### config.mk
export PLATFORM = sky130hd
export DESIGN_NAME = fifo_read_adapter
export DESIGN_NICKNAME = d
export VERILOG_FILES = /design/src/rtl/fifo_pkg.sv /design/src/rtl/fifo_skid_buf.sv /design/src/rtl/fifo_read_adapter.sv
export SDC_FILE = /design/constraint.sdc
export NUM_CORES = 1
export LEC_CHECK = 0
export BUFFER_PORTS_ARGS = -buffer_cell sky130_fd_sc_hd__buf_2
export CORE_MARGIN = 3
export CORE_UTILIZATION = 50
export CTS_CLUSTER_DIAMETER = 50
export DETAILED_ROUTE_END_ITERATION = 16
export HOLD_SLACK_MARGIN = 0.12
export PLACE_DENSITY_LB_ADDON = 0.2
export SKIP_CTS_REPAIR_TIMING = 1
export SLEW_MARGIN = 15
export SYNTH_ARGS = -nofsm -noshare
export SYNTH_HDL_FRONTEND = slang
export SYNTH_SLANG_ARGS = --single-unit
### constraint.sdc
create_clock -name rclk -period 4.6 [get_ports rclk]
set_input_delay 0.46 -clock rclk [delete_from_list [all_inputs] [get_ports rclk]]
set_output_delay 0.46 -clock rclk [all_outputs]
set_load 0.05 [all_outputs]
### src/rtl/fifo_pkg.sv
// Shared definitions for the async FIFO and its read-side adapter.
// Holds the adapter state encoding, the default word width and the address-width helper.
package fifo_pkg;

    typedef enum logic {
        RUN   = 1'b0,
        FLUSH = 1'b1
    } state_t;

    localparam int DEFAULT_WIDTH = 4;

    function automatic int addr_width(input int width);
        return $clog2(width);
    endfunction

endpackage

### src/rtl/fifo_skid_buf.sv
// Two-entry FIFO-ordered register buffer. entry0 is always the head.
// A simultaneous push and pop keeps order and leaves occupancy unchanged.
module fifo_skid_buf
    import fifo_pkg::*;
#(
    parameter int Width = DEFAULT_WIDTH
) (
    input  logic             clk,
    input  logic             rst,
    input  logic             clear,
    input  logic             push,
    input  logic             pop,
    input  logic [Width-1:0] din,
    output logic [1:0]       occ,
    output logic [Width-1:0] head
);

    logic [Width-1:0] entry0;
    logic [Width-1:0] entry1;

    always_ff @(posedge clk) begin
        if (rst || clear) begin
            occ    <= 2'd0;
            entry0 <= '0;
            entry1 <= '0;
        end else begin
            case ({push, pop})
                2'b10: begin
                    if (occ == 2'd0) begin
                        entry0 <= din;
                    end else begin
                        entry1 <= din;
                    end
                    occ <= occ + 2'd1;
                end
                2'b01: begin
                    entry0 <= entry1;
                    occ    <= occ - 2'd1;
                end
                2'b11: begin
                    // The incoming word lands behind whatever remains after the head leaves.
                    if (occ == 2'd1) begin
                        entry0 <= din;
                    end else begin
                        entry0 <= entry1;
                        entry1 <= din;
                    end
                end
                default: begin
                end
            endcase
        end
    end

    assign head = (occ != 2'd0) ? entry0 : '0;

endmodule

### src/rtl/fifo_read_adapter.sv
// Read-domain consumer of the async FIFO: pops words with 1-cycle read latency and
// re-presents them as a valid/ready stream through a skid buffer, with flush and a word counter.
module fifo_read_adapter
    import fifo_pkg::*;
#(
    parameter int Width = DEFAULT_WIDTH,
    parameter int CNT_W = 16
) (
    input  logic             rclk,
    input  logic             r_rst,
    input  logic             fifo_empty,
    input  logic [Width-1:0] fifo_rdata,
    output logic             fifo_ren,
    output logic             m_valid,
    input  logic             m_ready,
    output logic [Width-1:0] m_data,
    input  logic             flush,
    output logic             busy,
    output logic [CNT_W-1:0] rd_count
);

    state_t           state;
    state_t           state_next;
    logic             inflight;
    logic [1:0]       occ;
    logic [Width-1:0] head;
    logic             pop;
    logic             capture;
    logic             clear;
    logic [2:0]       level;

    assign pop     = m_valid && m_ready;
    assign capture = (state == RUN) && inflight;
    assign clear   = (state == RUN) && flush;
    assign m_valid = (occ != 2'd0) && (state == RUN);
    assign m_data  = head;
    assign busy    = (state == FLUSH);

    // Words already committed (held plus arriving) after this cycle's pop; a new pop
    // request is only safe while that stays below the buffer depth.
    assign level = {1'b0, occ} + {2'b00, inflight} - {2'b00, pop};

    always_ff @(posedge rclk) begin
        if (r_rst) begin
            state <= RUN;
        end else begin
            state <= state_next;
        end
    end

    always_comb begin
        state_next = state;
        fifo_ren   = 1'b0;
        case (state)
            RUN: begin
                fifo_ren = !r_rst && !fifo_empty && (level < 3'd2);
                if (flush) begin
                    state_next = FLUSH;
                end
            end
            FLUSH: begin
                fifo_ren = !r_rst && !fifo_empty;
                if (fifo_empty && !inflight) begin
                    state_next = RUN;
                end
            end
            default: begin
                state_next = RUN;
            end
        endcase
    end

    always_ff @(posedge rclk) begin
        if (r_rst) begin
            inflight <= 1'b0;
            rd_count <= '0;
        end else begin
            inflight <= fifo_ren;
            if (pop) begin
                rd_count <= rd_count + CNT_W'(1);
            end
        end
    end

    fifo_skid_buf #(
        .Width(Width)
    ) u_skid (
        .clk  (rclk),
        .rst  (r_rst),
        .clear(clear),
        .push (capture),
        .pop  (pop),
        .din  (fifo_rdata),
        .occ  (occ),
        .head (head)
    );

endmodule

==> results of run 1 <==
==> cell usage after synthesis, drive strengths merged <==
cell type   n  share of area [%]
nor3        8                2.9
o31ai       1               0.54
nor2b       2               0.89
or3b        1               0.62
and2b       3                1.6
or4b        1               0.98
and4        3                1.9
a21oi       8                2.9
a211oi      1               0.54
o21ai       4                1.4
a21o        2                1.1
nor2       23                6.2
or3         2               0.89
xor2        4                2.5
fa          1                1.4
nand2      10                2.7
nand4b      2                1.2
clkbuf      3               0.80
xnor2       9                5.6
a311oi      1               0.62
a221oi      4                2.5
nand2b      1               0.45
buf         2                1.3
inv         8                2.1
and3        4                1.8
ha          8                7.1
nand4       4                1.8
or4         1               0.54
o21a        1               0.54
dfxtp      28                 40
mux2i       4                2.9
nand3       5                1.8
==> metal layers <==
| layer | global-route usage (%) | routed length, um | share of wire [%] |
|---|---|---|---|
| met1 | 19.0 | 1270 | 44 |
| met2 | 33.8 | 1470 | 51 |
| met3 | 4.17 | 113 | 3.9 |
| met4 | 6.47 | 44 | 1.5 |
| met5 | 0 | 0 | 0 |
==> worst max-delay path, cell delays in order (launching register included) <==
cell      delay (ns)
dfxtp_1         0.45
inv_1           0.10
ha_1            0.27
or3b_1          0.57
inv_2           0.25
ha_1            0.26
nand2b_1        0.16
fa_1            0.39
xnor2_1         0.15
a21oi_1         0.09
nor3_1          0.13
buf_2           0.29
==> sequential cells by signal, summed over array words and instances, names as in the netlist <==
register and cells:
busy 1, inflight 1, rd_count 16, u_skid.entry0 4, u_skid.entry1 4, u_skid.occ 2
==> layout by cell type (no fill, tap or decap), drive strengths merged, types with 4 or more instances in the layout <==
master  Yosys  final
a221oi      4      4
o21ai       4      4
mux2i       4      4
nand4       4      4
dfxtp      28     28
nand3       5      5
ha          8      8
nor2       23     23
and3        4      4
a21oi       8      8
nor3        8      8
xnor2       9      9
nand2      10     10
xor2        4      4
buf         2     31
inv         8      8
==> through the flow <==
| step | setup slack [ns] | power [mW] | cell area [um^2] | utilization [%] |
|---|---|---|---|---|
| 6_report | 0.705 | 0.455 | 1590 | 61.8 |
| 5_1_grt | 0.497 | 0.479 | 1590 | 61.8 |
| 4_1_cts | 0.685 | 0.460 | 1590 | 61.8 |
| 3_5_place_dp | 1.07 | 0.363 | 1570 | 61.0 |
| 3_3_place_gp | 1.20 | 0.359 | 1570 | 61.0 |
| 2_1_floorplan | 0.676 | 0.342 | 1400 | - |
==> kinds of logic (layout without fill, tap and decap cells) <==
logic type	after synthesis	after routing	synth area share (%)
simple gates	70	70	26.1
buf+inv	13	42	4.28
flops	28	28	40.0
mux	4	4	2.85
compound gates	22	22	10.1
fa+ha+maj	9	9	8.56
xor+xnor	13	13	8.12
==> final cells by class <==
cell class                 count  area share, %
multi-input combinational    118           49.3
sequential                    28           35.3
timing repair buffer          31           9.77
tap                           30           2.36
inverter                       8           1.89
clock buffer                   3           1.42
==> power breakdown <==
group	internal, mW	leakage (nW)	switching [mW]	total (mW)
clock	0.0306	0.0138	0.0664	0.0970
sequential	0.252	0.227	0.00786	0.260
combinational	0.0352	0.473	0.0626	0.0978
==> final timing paths <==
path | to | slack [ns] | from | depth (start not counted)
hold reg to reg | rd_count[15] | 0.49 | rd_count[15] | 2
hold / removal | inflight | 0.33 | fifo_empty | 2
setup / recovery | fifo_ren | 0.71 | u_skid.occ[1] | 11
setup reg to reg | inflight | 1.66 | u_skid.occ[1] | 10
==> results.cfg, run 1 <==
[placement]
place_congestion = 0.771
place.port_buffers = 31
dp_hpwl_mm = 2.25
placed_cells = 215

[routing]
wirelength_mm = 2.90
avgRoutedWirePerCell_um = 13.3
vias = 1212
first_iter_violations = 59
ant_nets = 0
drc = 0
vias_per_cell = 5.56
first_pass_iters = 4

[global_route]
globalRouteTotalUtil_pct = 17.9
grt_pass1_vias = 1154
antenna_found_initial = 0
grt_max_degree = 21
grt_pass1_wl_mm = 4.84
grt-ovfl-total = 0

[yosys]
synth.distinct_cells = 35
yosysSeqAreaShare_pct = 40.0
avgSynthCellArea_um2 = 8.82
synth_fp_nets = 177
yosys_register_bits = 28
synth_warnings = 0
syn_inst = 159
netlist_area_um2 = 1400

[floorplan]
die_x_um = 59.0
rows = 18
pin_count = 32
coreArea_um2 = 2570
start_util_pct = 54.6
dieHeight_um = 59.0
die_area_um2 = 3480

[final_layout]
diodes = 0
multiInputGateArea_um2 = 782
seqCellArea_um2 = 561
drive_gt1_share_pct = 19.1
area_delta_synth_final_pct = 13.2
instances_no_fill = 218
nets = 208
fill_cells = 234

[power]
p_leak_nw = 0.713
power_density_nw_per_um2 = 286
ir_drop_mv = 0.250

[timing]
slew_viol_final = 0
post-route-min-period_ns = 3.89
hold_viol_final = 0
period_share_pct = 84.7
relSlewSlack_pct = 76.0
setup_viol = 0
setup_tns_ns = 0
rsz0062_at_grt = no
fmax_mhz = 257
skew_ns = 0.00468
hold_ws_ns = 0.326
tightestPinTransition_ns = 0.360

[cts]
tritoncts = yes
cts_root_buffer = clkbuf_4
clock-sinks = 28
cts_max_path_buffers = 2
clkSlewWorstSetupHoldPaths_ns = 0.13
cts_inserted_buffers = 3
cts_htree_levels = 1
insertion_delay_ns = 0.32

[worst_hold_path]
hold_path.class = in -> reg

[outcome]
status = completed

[critical_path]
required_ns = 4.14
critPathKind = reg -> out
cp-start-kind = register
cp.arrival_ns = 3.43
crit_fanout = 13
crit_path_end_kind = output port

[flow_run]
drv_cap = 0
No activity file was read; power rests on OpenSTA's default activity.
==> run 2: changes to the inputs <==
- clock period: 4.6 -> 3.95 ns (I/O delays scaled with it)
==> results.cfg, run 2 (synthesis gave the netlist of run 1 again) <==
[timing]
post-route-min-period_ns = 3.75
period_share_pct = 94.8
layout_setup_ws_ns = 0.204
setup_viol = 0
hold_ws_ns = 0.267
tightestPinTransition_ns = 0.355
rsz0062_at_grt = no
fmax_mhz = 267
setup_tns_ns = 0
slew_viol_final = 0
relSlewSlack_pct = 76.3
skew_ns = 0.00689
hold_viol_final = 0

[floorplan]
die_area_um2 = 3480
pin_count = 32
coreArea_um2 = 2570
rows = 18
dieHeight_um = 59.0
start_util_pct = 54.6
die_x_um = 59.0

[flow_run]
drv_cap = 0

[global_route]
grt_pass1_wl_mm = 4.86
grt_pass1_vias = 1161
grt_max_degree = 21
grt-ovfl-total = 0
antenna_found_initial = 0
globalRouteTotalUtil_pct = 17.8

[routing]
drc = 0
first_pass_iters = 4
first_iter_violations = 58
wirelength_mm = 2.94
vias_per_cell = 5.48
vias = 1195
avgRoutedWirePerCell_um = 13.5
ant_nets = 0

[power]
power.net_switching_uw = 162
p_leak_nw = 0.714
p_sw_share_pct = 30.3
ir_drop_mv = 0.212
power.total_uw = 533
internal_power_uw = 372
clockPowerShare_pct = 21.3
power_density_nw_per_um2 = 335
seqPwrFrac_pct = 56.8
power_frac_comb_pct = 21.9

[critical_path]
crit_fanout = 13
crit_chain = inv_1 > ha_1 > or3b_4 > inv_2 > ha_1 > nand2b_1 > fa_1 > xnor2_1 > a21oi_1 > nor3_1 > clkbuf_4
required_ns = 3.56
crit_top_cell = ha_1
cpPeakStageDelay_ns = 0.50
cp_slowest_cell = or3b_4
critPathKind = reg -> out
cp-start-kind = register
crit_path_end_kind = output port
cp.arrival_ns = 3.35

[placement]
placed_cells = 215
place.port_buffers = 31
dp_hpwl_mm = 2.26
place_congestion = 0.789
pre_cts_slack_ns = 0.424
placed_cell_area_um2 = 1570

[final_layout]
final_common_cell = buf_2
regMostFlops = rd_count
drive_gt1_share_pct = 19.7
nets = 208
instances_no_fill = 218
diodes = 0
final_cell_mix = buf_2 (30), dfxtp_1 (28), nor2_1 (23)
top_regs = rd_count x16, u_skid.entry0 x4, u_skid.entry1 x4
fin_area_um2 = 1590
finish.utilization_pct = 62.0
fill_cells = 232
area_delta_synth_final_pct = 13.6
largest_reg_flops = 16

[cts]
cts_root_buffer = clkbuf_4
clkSlewWorstSetupHoldPaths_ns = 0.13
cts_max_path_buffers = 2
clock-sinks = 28
tritoncts = yes
cts_inserted_buffers = 3
insertion_delay_ns = 0.32
cts_htree_levels = 1

[worst_hold_path]
hold_path.class = in -> reg

[outcome]
status = completed
-- run 2: power by group through the flow --
stage	registers [mW]	logic [mW]	clock network, mW
after detailed placement	0.309	0.115	0
after global routing	0.305	0.128	0.129
final	0.303	0.117	0.114
after floorplan	0.313	0.0852	0
after global placement	0.308	0.110	0
after CTS	0.303	0.116	0.118
-- run 2: worst max-delay path: cells and delay by family, from the launching register on --
family	cells	cell delay [ns]
adders and majority gates	3	0.94
and+or+nand+nor	3	0.81
buffers and inverters	3	0.56
DFF	1	0.45
xor gates and xnor gates	1	0.17
AOI/OAI and AO/OA	1	0.10
-- run 2: worst paths after layout --
path	startpoint	end	slack [ns]	cells after the start
worst max-delay path	u_skid.occ[1]	fifo_ren	0.20	11
worst min-delay path	fifo_empty	inflight	0.27	2
worst max register to register	u_skid.occ[1]	inflight	1.09	10
worst min register to register	rd_count[15]	rd_count[15]	0.49	2
-- run 2: cell type report --
type / count / area [um^2] / share of cell area [%]
clock buffer: 3 / 22.5 / 1.41
tap: 30 / 37.5 / 2.36
inverter: 8 / 30.0 / 1.89
sequential: 28 / 561 / 35.2
multi-input combinational: 118 / 785 / 49.3
timing repair buffer: 31 / 158 / 9.90
-- run 2: layer usage --
metal | vias up | wire length [um] | track usage (%)
met5 | - | 0 | 0
met4 | 0 | 36 | 4.85
met3 | 5 | 116 | 2.41
met2 | 25 | 1470 | 35.2
met1 | 555 | 1320 | 19.4
li1 | 610 | - | -
